**src/rtl/circle_octants_pkg.sv**
```systemverilog
// ----------------------------------------------------------------------------
// circle_octants_pkg
//
// Shared definitions for the circle octant point emitter.
//   CORDW_DEF : default signed coordinate width used by the emitter, its
//               handshake interface and the optional clip test.
//   Q0..Q3    : quadrant slot indices; each generator offset pair is turned
//               into one point per slot in this order.
//   quad_t    : type of the quadrant slot counter.
// ----------------------------------------------------------------------------
package circle_octants_pkg;

    localparam int CORDW_DEF = 16;

    typedef logic [1:0] quad_t;

    localparam quad_t Q0 = 2'd0;
    localparam quad_t Q1 = 2'd1;
    localparam quad_t Q2 = 2'd2;
    localparam quad_t Q3 = 2'd3;

endpackage

```
**src/rtl/circle_octants_if.sv**
```systemverilog
// ----------------------------------------------------------------------------
// circle_octants_if
//
// Point/offset stream with a valid/oe handshake and an end-of-stream pulse.
// The same bundle is used on both sides of the emitter:
//   - generator side: x/y carry the (xa, ya) offsets, done is the generator's
//     finished pulse and oe is the emitter's enable back to the generator.
//   - pixel side: x/y carry screen points, done is the circle-complete pulse
//     and oe is the pixel writer's ready.
//
// Signals:
//   x, y   signed [CORDW-1:0]  coordinate pair
//   valid  1                   x/y valid
//   oe     1                   consumer ready; transfer on valid && oe
//   done   1                   one-cycle end-of-stream pulse
//
// Modports:
//   master : producer (drives x, y, valid, done; samples oe)
//   slave  : consumer (samples x, y, valid, done; drives oe)
// ----------------------------------------------------------------------------
interface circle_octants_if
    import circle_octants_pkg::*;
#(
    parameter int CORDW = CORDW_DEF
);

    logic signed [CORDW-1:0] x;
    logic signed [CORDW-1:0] y;
    logic                    valid;
    logic                    oe;
    logic                    done;

    modport master (
        output x,
        output y,
        output valid,
        output done,
        input  oe
    );

    modport slave (
        input  x,
        input  y,
        input  valid,
        input  done,
        output oe
    );

endinterface

```
**src/rtl/circle_octants_point_clip.sv**
```systemverilog
// ----------------------------------------------------------------------------
// circle_octants_point_clip
//
// Combinational screen-bounds test for one candidate point. The point is
// given in CORDW+1 bits (the untruncated sum) so a coordinate that overflowed
// the output width is still judged by its true value.
//
// Only present when the CIRCLE_CLIP_EN macro is defined; without it this file
// contributes nothing to the build.
//
// Parameters:
//   CORDW  output coordinate width (inputs are CORDW+1 bits)
//   CLIPW  visible width,  x must satisfy 0 <= x < CLIPW
//   CLIPH  visible height, y must satisfy 0 <= y < CLIPH
//
// Ports:
//   px, py  in   signed [CORDW:0]  candidate point
//   inside  out  1                 point lies on screen
// ----------------------------------------------------------------------------
`ifdef CIRCLE_CLIP_EN
module circle_octants_point_clip
    import circle_octants_pkg::*;
#(
    parameter int CORDW = CORDW_DEF,
    parameter int CLIPW = 640,
    parameter int CLIPH = 480
) (
    input  logic signed [CORDW:0] px,
    input  logic signed [CORDW:0] py,
    output logic                  inside
);

    localparam logic signed [CORDW:0] LIM_X = (CORDW+1)'(CLIPW);
    localparam logic signed [CORDW:0] LIM_Y = (CORDW+1)'(CLIPH);

    // The sign bit alone rejects negative coordinates; the upper limit is a
    // signed compare against the clip size at the same width.
    assign inside = !px[CORDW] && (px < LIM_X) &&
                    !py[CORDW] && (py < LIM_Y);

endmodule
`endif

```
**src/rtl/circle_octants.sv**
```systemverilog
// ----------------------------------------------------------------------------
// circle_octants
//
// Sits between the circle distance generator and the pixel writer. Each
// (xa, ya) offset pair accepted from the generator is combined with the
// latched centre and emitted as four screen points, one per quadrant:
//   Q0: (cx - xa, cy + ya)     Q1: (cx - ya, cy - xa)
//   Q2: (cx + xa, cy - ya)     Q3: (cx + ya, cy + xa)
// The block owns the generator's oe, so the generator is held while the
// four points of the current pair are still being handed downstream. The
// circle-complete pulse is raised only after the last point has gone.
//
// Optional feature (macro CIRCLE_CLIP_EN):
//   Defined   - points outside 0 <= x < CLIPW, 0 <= y < CLIPH are dropped;
//               a dropped slot costs one cycle and does not wait for oe.
//   Undefined - every point is emitted, coordinates wrap at CORDW bits and
//               CLIPW/CLIPH do not exist.
//
// Parameters:
//   CORDW         signed coordinate width
//   CLIPW, CLIPH  clip window (CIRCLE_CLIP_EN only)
//
// Ports:
//   clk     in   clock
//   rst_n   in   asynchronous active-low reset
//   start   in   latch cx/cy and begin a circle (ignored while busy)
//   cx, cy  in   circle centre
//   gen     slave  generator offsets: x=xa, y=ya, valid, done in; oe out
//                  (oe is combinational)
//   pix     master screen points: x, y, valid, done out; oe in
//   busy    out  circle in progress
// ----------------------------------------------------------------------------
module circle_octants
    import circle_octants_pkg::*;
#(
    parameter int CORDW = CORDW_DEF
`ifdef CIRCLE_CLIP_EN
    ,
    parameter int CLIPW = 640,
    parameter int CLIPH = 480
`endif
) (
    input  logic                    clk,
    input  logic                    rst_n,
    input  logic                    start,
    input  logic signed [CORDW-1:0] cx,
    input  logic signed [CORDW-1:0] cy,
    circle_octants_if.slave         gen,
    circle_octants_if.master        pix,
    output logic                    busy
);

    // With clipping the range test needs the carry bit of each sum. Without
    // it the carry would be discarded by the truncation anyway, so the sums
    // are formed directly at the output width.
`ifdef CIRCLE_CLIP_EN
    localparam int SUMW = CORDW + 1;
`else
    localparam int SUMW = CORDW;
`endif

    typedef enum logic [1:0] {
        IDLE,
        ACCEPT,
        EMIT,
        FINISH
    } state_t;

    state_t                  state;
    logic signed [CORDW-1:0] cx_r;
    logic signed [CORDW-1:0] cy_r;
    logic signed [CORDW-1:0] xa_r;
    logic signed [CORDW-1:0] ya_r;
    quad_t                   q;
    logic                    done_pend;

    quad_t                   sel_q;
    logic signed [CORDW-1:0] sel_xa;
    logic signed [CORDW-1:0] sel_ya;
    logic signed [SUMW-1:0]  ecx;
    logic signed [SUMW-1:0]  ecy;
    logic signed [SUMW-1:0]  exa;
    logic signed [SUMW-1:0]  eya;
    logic signed [SUMW-1:0]  pt_x;
    logic signed [SUMW-1:0]  pt_y;
    logic                    keep;
    logic                    slot_free;

    // The generator is only enabled while waiting for a pair. Once its done
    // has been seen no further pair is taken; the block heads for FINISH.
    assign gen.oe = (state == ACCEPT) && gen.valid && !done_pend;

    // A point slot may be replaced when it is empty (clipped) or when its
    // point is being consumed this cycle.
    assign slot_free = !pix.valid || pix.oe;

    // Point for the slot that will be loaded at the next edge: on the
    // handshake it is Q0 of the incoming pair, in EMIT it is the slot after
    // the one currently presented, using the latched pair.
    always_comb begin
        sel_q  = Q0;
        sel_xa = gen.x;
        sel_ya = gen.y;
        if (state == EMIT) begin
            sel_q  = q + 2'd1;
            sel_xa = xa_r;
            sel_ya = ya_r;
        end

        ecx = SUMW'(cx_r);
        ecy = SUMW'(cy_r);
        exa = SUMW'(sel_xa);
        eya = SUMW'(sel_ya);

        pt_x = ecx - exa;
        pt_y = ecy + eya;
        unique case (sel_q)
            Q0: begin
                pt_x = ecx - exa;
                pt_y = ecy + eya;
            end
            Q1: begin
                pt_x = ecx - eya;
                pt_y = ecy - exa;
            end
            Q2: begin
                pt_x = ecx + exa;
                pt_y = ecy - eya;
            end
            Q3: begin
                pt_x = ecx + eya;
                pt_y = ecy + exa;
            end
        endcase
    end

`ifdef CIRCLE_CLIP_EN
    circle_octants_point_clip #(
        .CORDW (CORDW),
        .CLIPW (CLIPW),
        .CLIPH (CLIPH)
    ) u_point_clip (
        .px     (pt_x),
        .py     (pt_y),
        .inside (keep)
    );
`else
    assign keep = 1'b1;
`endif

    // Control FSM with registered point, busy and done outputs.
    // The generator's done pulse can land while points are still pending
    // (the generator finishes a couple of cycles after its last oe), so it
    // is remembered in done_pend and only acted on back in ACCEPT, once the
    // final pair has been fully drained. done and busy change on entry to
    // FINISH so that done is high for exactly the one FINISH cycle.
    always_ff @(posedge clk or negedge rst_n) begin
        if (!rst_n) begin
            state     <= IDLE;
            cx_r      <= '0;
            cy_r      <= '0;
            xa_r      <= '0;
            ya_r      <= '0;
            q         <= Q0;
            done_pend <= 1'b0;
            busy      <= 1'b0;
            pix.x     <= '0;
            pix.y     <= '0;
            pix.valid <= 1'b0;
            pix.done  <= 1'b0;
        end else begin
            if (gen.done) begin
                done_pend <= 1'b1;
            end

            unique case (state)
                IDLE: begin
                    pix.done <= 1'b0;
                    if (start) begin
                        cx_r  <= cx;
                        cy_r  <= cy;
                        busy  <= 1'b1;
                        state <= ACCEPT;
                    end
                end

                ACCEPT: begin
                    if (done_pend) begin
                        pix.done <= 1'b1;
                        busy     <= 1'b0;
                        state    <= FINISH;
                    end else if (gen.oe) begin
                        xa_r      <= gen.x;
                        ya_r      <= gen.y;
                        q         <= Q0;
                        pix.x     <= pt_x[CORDW-1:0];
                        pix.y     <= pt_y[CORDW-1:0];
                        pix.valid <= keep;
                        state     <= EMIT;
                    end
                end

                EMIT: begin
                    if (slot_free) begin
                        if (q == Q3) begin
                            pix.valid <= 1'b0;
                            state     <= ACCEPT;
                        end else begin
                            q         <= sel_q;
                            pix.x     <= pt_x[CORDW-1:0];
                            pix.y     <= pt_y[CORDW-1:0];
                            pix.valid <= keep;
                        end
                    end
                end

                FINISH: begin
                    pix.done  <= 1'b0;
                    done_pend <= 1'b0;
                    state     <= IDLE;
                end
            endcase
        end
    end

endmodule
```
**src/flat_wrapper.sv**
```systemverilog
// flat-port wrapper written by rule: the top's interface ports become plain ports
module circle_octants_flat import circle_octants_pkg::*;
#(
    parameter int CORDW = CORDW_DEF

)
  (clk, rst_n, start, cx, cy, busy, gen_x, gen_y, gen_valid, gen_done, gen_oe, pix_x, pix_y, pix_valid, pix_done, pix_oe);
  circle_octants_if #(.CORDW(CORDW)) gen_i ();
  circle_octants_if #(.CORDW(CORDW)) pix_i ();
  input  logic clk;
  input  logic rst_n;
  input  logic start;
  input  logic signed [CORDW-1:0] cx;
  input  logic signed [CORDW-1:0] cy;
  output logic busy;
  input wire logic [$bits(gen_i.x)-1:0] gen_x;
  input wire logic [$bits(gen_i.y)-1:0] gen_y;
  input wire logic [$bits(gen_i.valid)-1:0] gen_valid;
  input wire logic [$bits(gen_i.done)-1:0] gen_done;
  output wire logic [$bits(gen_i.oe)-1:0] gen_oe;
  output wire logic [$bits(pix_i.x)-1:0] pix_x;
  output wire logic [$bits(pix_i.y)-1:0] pix_y;
  output wire logic [$bits(pix_i.valid)-1:0] pix_valid;
  output wire logic [$bits(pix_i.done)-1:0] pix_done;
  input wire logic [$bits(pix_i.oe)-1:0] pix_oe;
  assign gen_i.x = gen_x;
  assign gen_i.y = gen_y;
  assign gen_i.valid = gen_valid;
  assign gen_i.done = gen_done;
  assign gen_oe = gen_i.oe;
  assign pix_x = pix_i.x;
  assign pix_y = pix_i.y;
  assign pix_valid = pix_i.valid;
  assign pix_done = pix_i.done;
  assign pix_i.oe = pix_oe;
  circle_octants #(.CORDW(CORDW)) u_core (.clk(clk), .rst_n(rst_n), .start(start), .cx(cx), .cy(cy), .gen(gen_i), .pix(pix_i), .busy(busy));
endmodule
```
**config.mk**
```make
export PLATFORM = sky130hd
export DESIGN_NAME = circle_octants_flat
export DESIGN_NICKNAME = d
export VERILOG_FILES = /design/src/rtl/circle_octants_pkg.sv /design/src/rtl/circle_octants_if.sv /design/src/rtl/circle_octants_point_clip.sv /design/src/rtl/circle_octants.sv /design/src/flat_wrapper.sv
export SDC_FILE = /design/constraint.sdc
export NUM_CORES = 1
export LEC_CHECK = 0
export CAP_MARGIN = 20
export CORE_MARGIN = 1
export CORE_UTILIZATION = 50
export DETAILED_ROUTE_END_ITERATION = 12
export DONT_BUFFER_PORTS = 1
export MAX_ROUTING_LAYER = met4
export PLACE_DENSITY = 0.64
export SYNTH_ARGS = -nofsm -noshare
export SYNTH_HDL_FRONTEND = slang
export SYNTH_SLANG_ARGS = --single-unit
```
**constraint.sdc**
```tcl
create_clock -name clk -period 7.08 [get_ports clk]
set_input_delay 1.062 -clock clk [delete_from_list [all_inputs] [get_ports clk]]
set_output_delay 1.062 -clock clk [all_outputs]
set_load 0.005 [all_outputs]
```
==> metrics, run 1 <==
r2r worst-path depth=19; Final Power=4.331 mW; Yosys warnings=0; asr flop ratio synth=1.000; fin crit period=5.206 ns; Post-synth top cells=173 x nand2_1, 104 x dfrtp_1, 64 x o21ai_0; clk sinks=between 100 and 150; top cell type's share of synthesized area=0.3291; largest area contributor in the netlist=dfrtp_1; max incr delay on CP=0.68 ns; final hold violations=0; CP Data Required Time=7.31 ns; Die X=around 130 um; GRT Util Overall=0.2743; DR WL/cell=roughly 19 um; crit-path cells=inv_1 > ha_4 > mux2i_1 > ha_1 > o21ai_1 > nor3b_2 > mux2i_1 > a21oi_1 > o21ai_1 > a211oi_1 > ha_1 > a21o_1 > a31oi_1 > a21boi_0 > a2bb2oi_1 > o21ai_0 > nor2_1 > xor2_1 > o21ai_0; vias in the first global route=around 6.4k; setup TNS=0 ns; # IOs=between 100 and 150; Slew @ Worst Pin=1.004 ns; category of the most critical setup path=register to register; ratio of cells with drive above 1 in the final layout=0.1110; largest net degree at the start of global routing=approximately 110; Hold Buf Count CTS=0; post-CTS resize count=0; post-CTS setup buffers=0; Clock Latency Late Sink=around 0.36 ns; syn_area_per_cell=between 8 and 9 um2; Core ar.=about 15000 um2; via count=between 6k and 7k; antenna viol nets, final=0; DPL Wire Length=approximately 15000 um; total CTS buffers=9; count leader, synth=nand2_1; crit path capture type=register; Clock Skews=about 0.012 ns; Fillers=between 1k and 1.5k; final cycle utilization of the critical path=0.7353; layout net count=roughly 1000; GRT overflow=0; Initial Util=0.5163; Routed WL=between 20000 and 25000 um; initial antenna violation count=0; CP Buf/Inv Count=1; Yosys reg bits=104; Seq/Total Area, Yosys=0.3291; drt drc=0; H-tree Lvls=3; P_leak=about 3.6 nW; class of the worst hold path=input port to async pin; first-pass GRT wire length=between 30000 and 40000 um; ant diodes=0; Worst Path Arrival=5.43 ns; area delta synth->final=4.810%; Worst setup SP type=register; IR drop worst, VDD=0.0002266 V; EDFF count, synth=0; clock tree buffer depth=2; Pre-Repair DR Iteration Count=5; status=finished, final reports clean; Max Cap Viol=0; num rows=45; Pwr Density=roughly 520 nW/um2; vias per inst=~6.1; ys flop type=dfrtp_1; syn nets=1029; number of I/O port buffers=0; DIE AREA=16320 um2; CTS tree=yes; CP top delay family=compound AO/OA/AOI/OAI gates; Die Y=approximately 130 um; unrepaired setup endpoints after global routing=false; Final GP Congestion=0.9168; largest cells by area after synthesis=dfrtp_1 33%, nand2_1 8.2%, mux2_2 6.7%; fmax=between 150 and 200 MHz; WP depth=19; CP max-delay cell=ha_4; Distinct cells, synth=76; post-synthesis instance total=approximately 920; CTS clk-pin slew, worst paths=about 0.080 ns; Slew HR=0.3300; Max Transition Viols Final=0; root buf cell=clkbuf_16; CP Max Fanout=63; final setup violation count=0; Mapped Area=about 7900 um2; DRT iter0 DRCs=a little under 600
## stage by stage
| stage | worst slack, ns | area [um2] | hold slack, ns | utilization | cells |
|---|---|---|---|---|---|
| 3_3_place_gp | 2.124 | 8005 | 0.4720 | 0.5227 | 1087 |
| 2_1_floorplan | 1.670 | 7908 | 0.4538 | - | 918 |
| 4_1_cts | 1.925 | 8288 | 0.3837 | 0.5412 | 1103 |
| 3_5_place_dp | 1.917 | 8005 | 0.4887 | 0.5227 | 1087 |
| 6_report | 1.874 | 8288 | 0.3960 | 0.5412 | 1103 |
| 5_1_grt | 1.489 | 8288 | 0.3754 | 0.5412 | 1103 |
## report_power, final
group	total (mW)	switching [mW]	leakage, nW	internal [mW]
clock	0.483	0.232	0.134	0.251
sequential	1.18	0.290	1.27	0.888
combinational	2.67	1.54	2.16	1.13
## logic make-up (layout without fill, tap and decap cells)
group	after synthesis	in the layout	synth area share
compound gates	249	249	0.2011
simple gates	311	311	0.1861
flops	104	104	0.3291
buf+inv	81	55	0.04478
mux	86	86	0.1212
fa+ha+maj	41	41	0.06677
xor+xnor	46	46	0.05095
## worst register-to-register path, stage by stage (launching register included)
cell and delay [ns]:
dfrtp_1 0.41, inv_1 0.14, ha_4 0.68, mux2i_1 0.34, ha_1 0.38, o21ai_1 0.23
nor3b_2 0.31, mux2i_1 0.12, a21oi_1 0.21, o21ai_1 0.08, a211oi_1 0.38, ha_1 0.37
a21o_1 0.19, a31oi_1 0.20, a21boi_0 0.29, a2bb2oi_1 0.25, o21ai_0 0.12, nor2_1 0.13
xor2_1 0.15, o21ai_0 0.08
## flip-flops by register name, summed over array words and instances (netlist names), 2 cells and up
register,cells
u_core.cx_r,16
u_core.ya_r,16
u_core.pix.y,16
u_core.cy_r,16
u_core.pix.x,16
u_core.state,2
u_core.q,2
u_core.xa_r,16
## worst paths after layout
path	from	end	slack, ns
worst max-delay path	u_core.state[0]$_DFFE_PN0P_	u_core.pix.y[13]$_DFFE_PN0P_	1.87
worst min-delay path	rst_n	u_core.pix.done$_DFFE_PN0P_	0.40
worst max register to register	u_core.state[0]$_DFFE_PN0P_	u_core.pix.y[13]$_DFFE_PN0P_	1.87
worst min register to register	u_core.q[1]$_DFFE_PN0P_	u_core.q[1]$_DFFE_PN0P_	0.50
max in group asynchronous	rst_n	u_core.cy_r[11]$_DFFE_PN0P_	6.54
min in group clk	u_core.q[1]$_DFFE_PN0P_	u_core.q[1]$_DFFE_PN0P_	0.50
## final cells by class
type	instances	area (um2)	share of cell area
timing repair buffer	7	52.55	0.006341
clock inverter	5	40.04	0.004831
multi-input combinational	733	4966	0.5992
tap	211	264.0	0.03185
sequential	104	2603	0.3140
clock buffer	11	242.7	0.02929
inverter	32	120.1	0.01449
## per-layer routing
metal	GRT usage	share of wire
met5	-	0
met4	0.08720	0.021
met3	0.05885	0.079
met2	0.4124	0.44
met1	0.3687	0.46
## cells in the final DEF (no fill, tap or decap), types with 4 or more instances in the layout
cell	synthesis	final
a211oi_1	6	6
nand3_1	17	17
a21boi_0	5	5
o21bai_1	7	7
nor2b_1	6	6
xnor2_1	31	31
a21o_1	14	14
mux2_2	47	47
dfrtp_1	104	104
o21ai_1	5	5
nand2_1	173	172
o22ai_1	9	9
a2bb2oi_1	4	4
buf_4	2	7
nand3b_1	5	5
nor3_1	23	23
a31oi_1	6	6
inv_1	29	29
ha_1	39	38
o21a_1	8	8
o211ai_1	10	10
a22oi_1	9	9
nor2_1	50	50
a211o_1	5	5
a22o_1	5	5
clkbuf_16	0	9
mux2i_1	35	35
xor2_1	15	15
o21ai_0	64	64
a21oi_1	62	62
o31ai_1	6	6
No activity file was read; power rests on OpenSTA's default activity.
==> run 2, diff against run 1 <==
--- a/config.mk
+++ b/config.mk
@@ -11,7 +11,7 @@
 export DETAILED_ROUTE_END_ITERATION = 12
 export DONT_BUFFER_PORTS = 1
 export MAX_ROUTING_LAYER = met4
-export PLACE_DENSITY = 0.64
+export PLACE_DENSITY = 0.67
 export SYNTH_ARGS = -nofsm -noshare
 export SYNTH_HDL_FRONTEND = slang
 export SYNTH_SLANG_ARGS = --single-unit
==> constraint.sdc (replaced) <==
create_clock -name clk -period 4.2 [get_ports clk]
set_input_delay 0.63 -clock clk [delete_from_list [all_inputs] [get_ports clk]]
set_output_delay 0.63 -clock clk [all_outputs]
set_load 0.005 [all_outputs]
==> metrics, run 2 (same netlist as run 1, synthesis figures left out) <==
Comb pwr share=0.633; GRT Util Overall=0.2741; Seq pwr share=0.260; DP Cell Count=between 1k and 1.5k; status=finished, final reports clean; number of I/O port buffers=0; layout net count=about 1.0k; leading cell type in the layout, fill and taps excluded=nand2_1; category of the most critical setup path=register to register; Worst setup SP type=register; P_leak=around 3.8 nW; area delta synth->final=11.63%; antenna viol nets, final=0; final setup violation count=0; Clock Latency Late Sink=0.36 ns; Design Area, Final=a little under 9000 um2; fmax=between 200 and 250 MHz; Fillers=between 1k and 1.5k; # IOs=106; Max Transition Viols Final=0; class of the worst hold path=input port to async pin; first-pass GRT wire length=33780 um; drt drc=0; num rows=45; fin crit period=4.054 ns; Worst Path Arrival=around 4.3 ns; root buf cell=clkbuf_16; H-tree Lvls=3; Max Cap Viol=0; setup slack after layout=0.1458 ns; switching share of power=0.4685; Pint=a little over 4 mW; final hold violations=0; vias in the first global route=about 6.3k; setup TNS=0 ns; vias per inst=slightly below 6; Psw=around 3.6 mW; total CTS buffers=9; clock tree buffer depth=2; Core ar.=between 15000 and 20000 um2; crit path capture type=register; CP Data Required Time=roughly 4.5 ns; Initial Util=0.5163; Pre-Repair DR Iteration Count=5; Die X=approximately 130 um; Setup WS pre-CTS=-0.03450 ns; most used cell, CP=buf_4; ratio of cells with drive above 1 in the final layout=0.1783; clk sinks=roughly 100; largest net degree at the start of global routing=105; critical register-to-register path startpoint=u_core.state[0]$_DFFE_PN0P_; most frequent cells in the layout=171 x nand2_1, 104 x dfrtp_1, 58 x a21oi_1; DIE AREA=about 16000 um2; GRT overflow=0; Routed WL=~21000 um; IR drop worst, VDD=about 0.00039 V; ant diodes=0; Final GP Congestion=around 0.93; via count=6686; final cycle utilization of the critical path=0.9653; max incr delay on CP=0.41 ns; Clock Skews=roughly 0.012 ns; DPL Wire Length=around 16000 um; Pwr Density=about 880 nW/um2; Slew @ Worst Pin=around 0.52 ns; Die Y=about 130 um; Slew HR=0.6509; CP max-delay cell=dfrtp_1; Final Power=slightly below 8 mW; DR WL/cell=18.69 um; initial antenna violation count=0; CTS tree=yes; Critical Path Start=u_core.state[0]$_DFFE_PN0P_; DRT iter0 DRCs=between 400 and 500; Non-Filler Instances=between 1k and 1.5k; CP Buf/Inv Count=3; CP top delay family=compound AO/OA/AOI/OAI gates; unrepaired setup endpoints after global routing=true; Clock power frac=0.108; CP Max Fanout=7; crit-path cells=inv_2 > ha_4 > buf_4 > mux2_2 > a211o_1 > buf_4 > o21ai_0 > o21bai_1 > a22oi_1 > a2bb2oi_2 > ha_1 > and2_1 > a221o_1 > a21oi_2 > o21ai_2 > a31oi_1 > xnor2_1 > o21ai_1; CTS clk-pin slew, worst paths=around 0.080 ns; placed inst area=approximately 8300 um2
==> run 2: worst paths after layout <==
kind	slack (ns)	cells past startpoint	end
max	0.15	18	u_core.pix.x[15]$_DFFE_PN0P_
min in group clk	0.37	2	u_core.xa_r[7]$_DFFE_PN0P_
min reg2reg	0.50	2	u_core.ya_r[10]$_DFFE_PN0P_
min	0.21	1	u_core.cx_r[8]$_DFFE_PN0P_
max in group asynchronous	3.60	1	u_core.ya_r[13]$_DFFE_PN0P_
max reg2reg	0.15	18	u_core.pix.x[15]$_DFFE_PN0P_
==> run 2: cell type report <==
| type | count | area [um2] | share of cell area |
|---|---|---|---|
| clock inverters | 7 | 63.81 | 0.007229 |
| clock buffers | 9 | 225.2 | 0.02551 |
| inverters | 32 | 120.1 | 0.01361 |
| flip-flops and latches | 104 | 2603 | 0.2948 |
| repair buffers | 46 | 397.9 | 0.04507 |
| well taps | 211 | 264.0 | 0.02991 |
| multi-input cells | 733 | 5154 | 0.5838 |
==> run 2: what timing repair did <==
action,in CTS,in global routing
endpoints found under the hold margin,104,0
hold buffers,1,0
resized for setup,1,26
endpoints found under the setup margin,2,11
pin swaps,0,12
buffers inserted,0,8
==> run 2: worst register-to-register path, stage by stage, from the launching register on <==
cell	delay (ns)
dfrtp_1	0.41
inv_2	0.10
ha_4	0.22
buf_4	0.13
mux2_2	0.37
a211o_1	0.27
buf_4	0.18
o21ai_0	0.23
o21bai_1	0.09
a22oi_1	0.24
a2bb2oi_2	0.18
ha_1	0.26
and2_1	0.16
a221o_1	0.37
a21oi_2	0.22
o21ai_2	0.10
a31oi_1	0.21
xnor2_1	0.14
o21ai_1	0.07
==> run 2: power by group through the flow <==
stage	Sequential (mW)	Clock [mW]	Combinational, mW
3_5_place_dp	2.02	0	4.69
3_3_place_gp	2.01	0	4.62
4_1_cts	2.00	0.865	4.75
5_1_grt	2.09	0.895	5.45
6_report	2.02	0.838	4.93
2_1_floorplan	1.83	0	3.76
==> run 2: stage by stage <==
stage | hold slack (ns) | util
final | 0.2119 | 0.5764
after global routing | 0.2464 | 0.5764
after CTS | 0.2321 | 0.5647
after detailed placement | 0.3394 | 0.5437
after global placement | 0.3390 | 0.5437
after floorplan | 0.3344 | -
==> run 2: routing by layer <==
metal / track usage / wire length [um] / vias to the layer above / part of all wire
met2: 0.4530 / 10280 / 197 / 0.48
met4: 0.1100 / 718 / 0 / 0.034
met5: - / 0 / - / 0
met1: 0.3345 / 9274 / 3138 / 0.43
li1: - / - / 3309 / -
met3: 0.04466 / 1072 / 42 / 0.050
==> run 3, diff against run 2 <==
--- a/config.mk
+++ b/config.mk
@@ -10,7 +10,6 @@
 export CORE_UTILIZATION = 50
 export DETAILED_ROUTE_END_ITERATION = 12
 export DONT_BUFFER_PORTS = 1
-export MAX_ROUTING_LAYER = met4
 export PLACE_DENSITY = 0.67
 export SYNTH_ARGS = -nofsm -noshare
 export SYNTH_HDL_FRONTEND = slang
==> metrics, run 3 (same netlist as run 1, synthesis figures left out) <==
P_leak=around 3.8 nW; CP top delay family=compound AO/OA/AOI/OAI gates; clk sinks=~100; CTS tree=yes; crit-path cells=ha_4 > buf_4 > nor4b_4 > nand2_1 > a211o_1 > a21oi_2 > nor2_1 > a2111oi_2 > a21oi_1 > ha_1 > a21o_1 > a21o_1 > a221o_1 > a21oi_2 > o21ai_2 > a31oi_1 > xnor2_1 > o21ai_1; # IOs=about 110; drt drc=0; CP Data Required Time=4.46 ns; CP max-delay cell=dfrtp_1; Slew HR=0.6420; Final GP Congestion=0.9190; CP Buf/Inv Count=1; vias per inst=around 5.9; Die X=around 130 um; most frequent cells in the layout=172 x nand2_1, 104 x dfrtp_1, 59 x o21ai_0; area delta synth->final=12.06%; Worst setup SP type=register; vias in the first global route=between 6k and 7k; hold slack final=around 0.2 ns; crit path capture type=register; Design Area, Final=just under 9000 um2; Worst Path Arrival=roughly 4.3 ns; DPL Wire Length=15840 um; IR drop worst, VDD=around 0.00039 V; final hold violations=0; setup slack after layout=about 0.17 ns; ant diodes=0; Non-Filler Instances=~1.1k; ratio of cells with drive above 1 in the final layout=0.1811; GRT Util Overall=0.2666; first-pass GRT wire length=between 30000 and 40000 um; leading cell type in the layout, fill and taps excluded=nand2_1; DP Cell Count=between 1k and 1.5k; Clock Skews=0.01143 ns; initial antenna violation count=0; category of the most critical setup path=register to register; Clock Latency Late Sink=0.37 ns; Pwr Density=between 800 and 900 nW/um2; Slew @ Worst Pin=~0.52 ns; CTS clk-pin slew, worst paths=roughly 0.080 ns; largest net degree at the start of global routing=between 100 and 150; fin util=0.5786; max incr delay on CP=between 0.4 and 0.5 ns; DRT iter0 DRCs=roughly 400; Fillers=roughly 1.4k; Core ar.=roughly 15000 um2; num rows=45; clock tree buffer depth=2; DR WL/cell=between 15 and 20 um; Die Y=~130 um; Max Transition Viols Final=0; Routed WL=approximately 22000 um; GRT overflow=0; Multi-input gate area=slightly above 5000 um2; final setup violation count=0; CP Max Fanout=5; register area=approximately 2600 um2; placed inst area=8327 um2; Final Power=7.871 mW; root buf cell=clkbuf_16; status=finished, final reports clean; via count=~6.7k; number of I/O port buffers=0; layout net count=roughly 1.0k; Pre-Repair DR Iteration Count=5; class of the worst hold path=input port to async pin; antenna viol nets, final=0; Max Cap Viol=0; fin crit period=4.033 ns; final cycle utilization of the critical path=0.9602; Initial Util=0.5163; Setup WS pre-CTS=approximately 0.032 ns; DIE AREA=16320 um2; total CTS buffers=9; H-tree Lvls=3; fmax=between 200 and 250 MHz; setup TNS=0 ns
[run 3: cell types whose count changed in the layout (fill, tap and decap cells not counted), moves of 2 or more]
cell and delta:
buf_4 +3, nor3_1 -2, nor3_2 +2, o21ai_0 +2
[run 3: path summary, 6_finish.rpt]
kind | endpoint | slack (ns) | cells after the start | startpoint
worst max-delay path | u_core.pix.x[15]$_DFFE_PN0P_ | 0.17 | 18 | u_core.state[1]$_DFFE_PN0P_
worst min-delay path | u_core.xa_r[2]$_DFFE_PN0P_ | 0.20 | 1 | rst_n
worst max register to register | u_core.pix.x[15]$_DFFE_PN0P_ | 0.17 | 18 | u_core.state[1]$_DFFE_PN0P_
worst min register to register | u_core.ya_r[10]$_DFFE_PN0P_ | 0.51 | 2 | u_core.ya_r[10]$_DFFE_PN0P_
max in group asynchronous | u_core.ya_r[8]$_DFFE_PN0P_ | 3.59 | 1 | rst_n
min in group clk | u_core.ya_r[5]$_DFFE_PN0P_ | 0.37 | 2 | gen_y[5]
[run 3: area by class of cell]
type	count	share of cell area
repair buffers	48	0.04575
clock buffers	10	0.02584
clock inverters	6	0.008613
multi-input cells	733	0.5827
inverters	32	0.01356
well taps	211	0.02979
flip-flops and latches	104	0.2937
[run 3: repair_timing]
action,4_1_cts,5_1_grt
hold buffers,1,0
setup buffers,0,11
resized for setup,0,28
setup endpoints to repair,0,10
endpoints found under the hold margin,104,0
[run 3: power breakdown]
group / internal, mW / total, mW / switching (mW)
clock: 0.473 / 0.899 / 0.426
combinational: 2.23 / 4.96 / 2.73
sequential: 1.49 / 2.01 / 0.518
total: 4.20 / 7.87 / 3.67
[run 3: metal layers]
layer,vias up,global-route usage,part of all wire
met4,0,0.1045,0.027
li1,3310,-,-
met3,41,0.04800,0.050
met5,-,0,0
met1,3195,0.3488,0.44
met2,197,0.4377,0.48
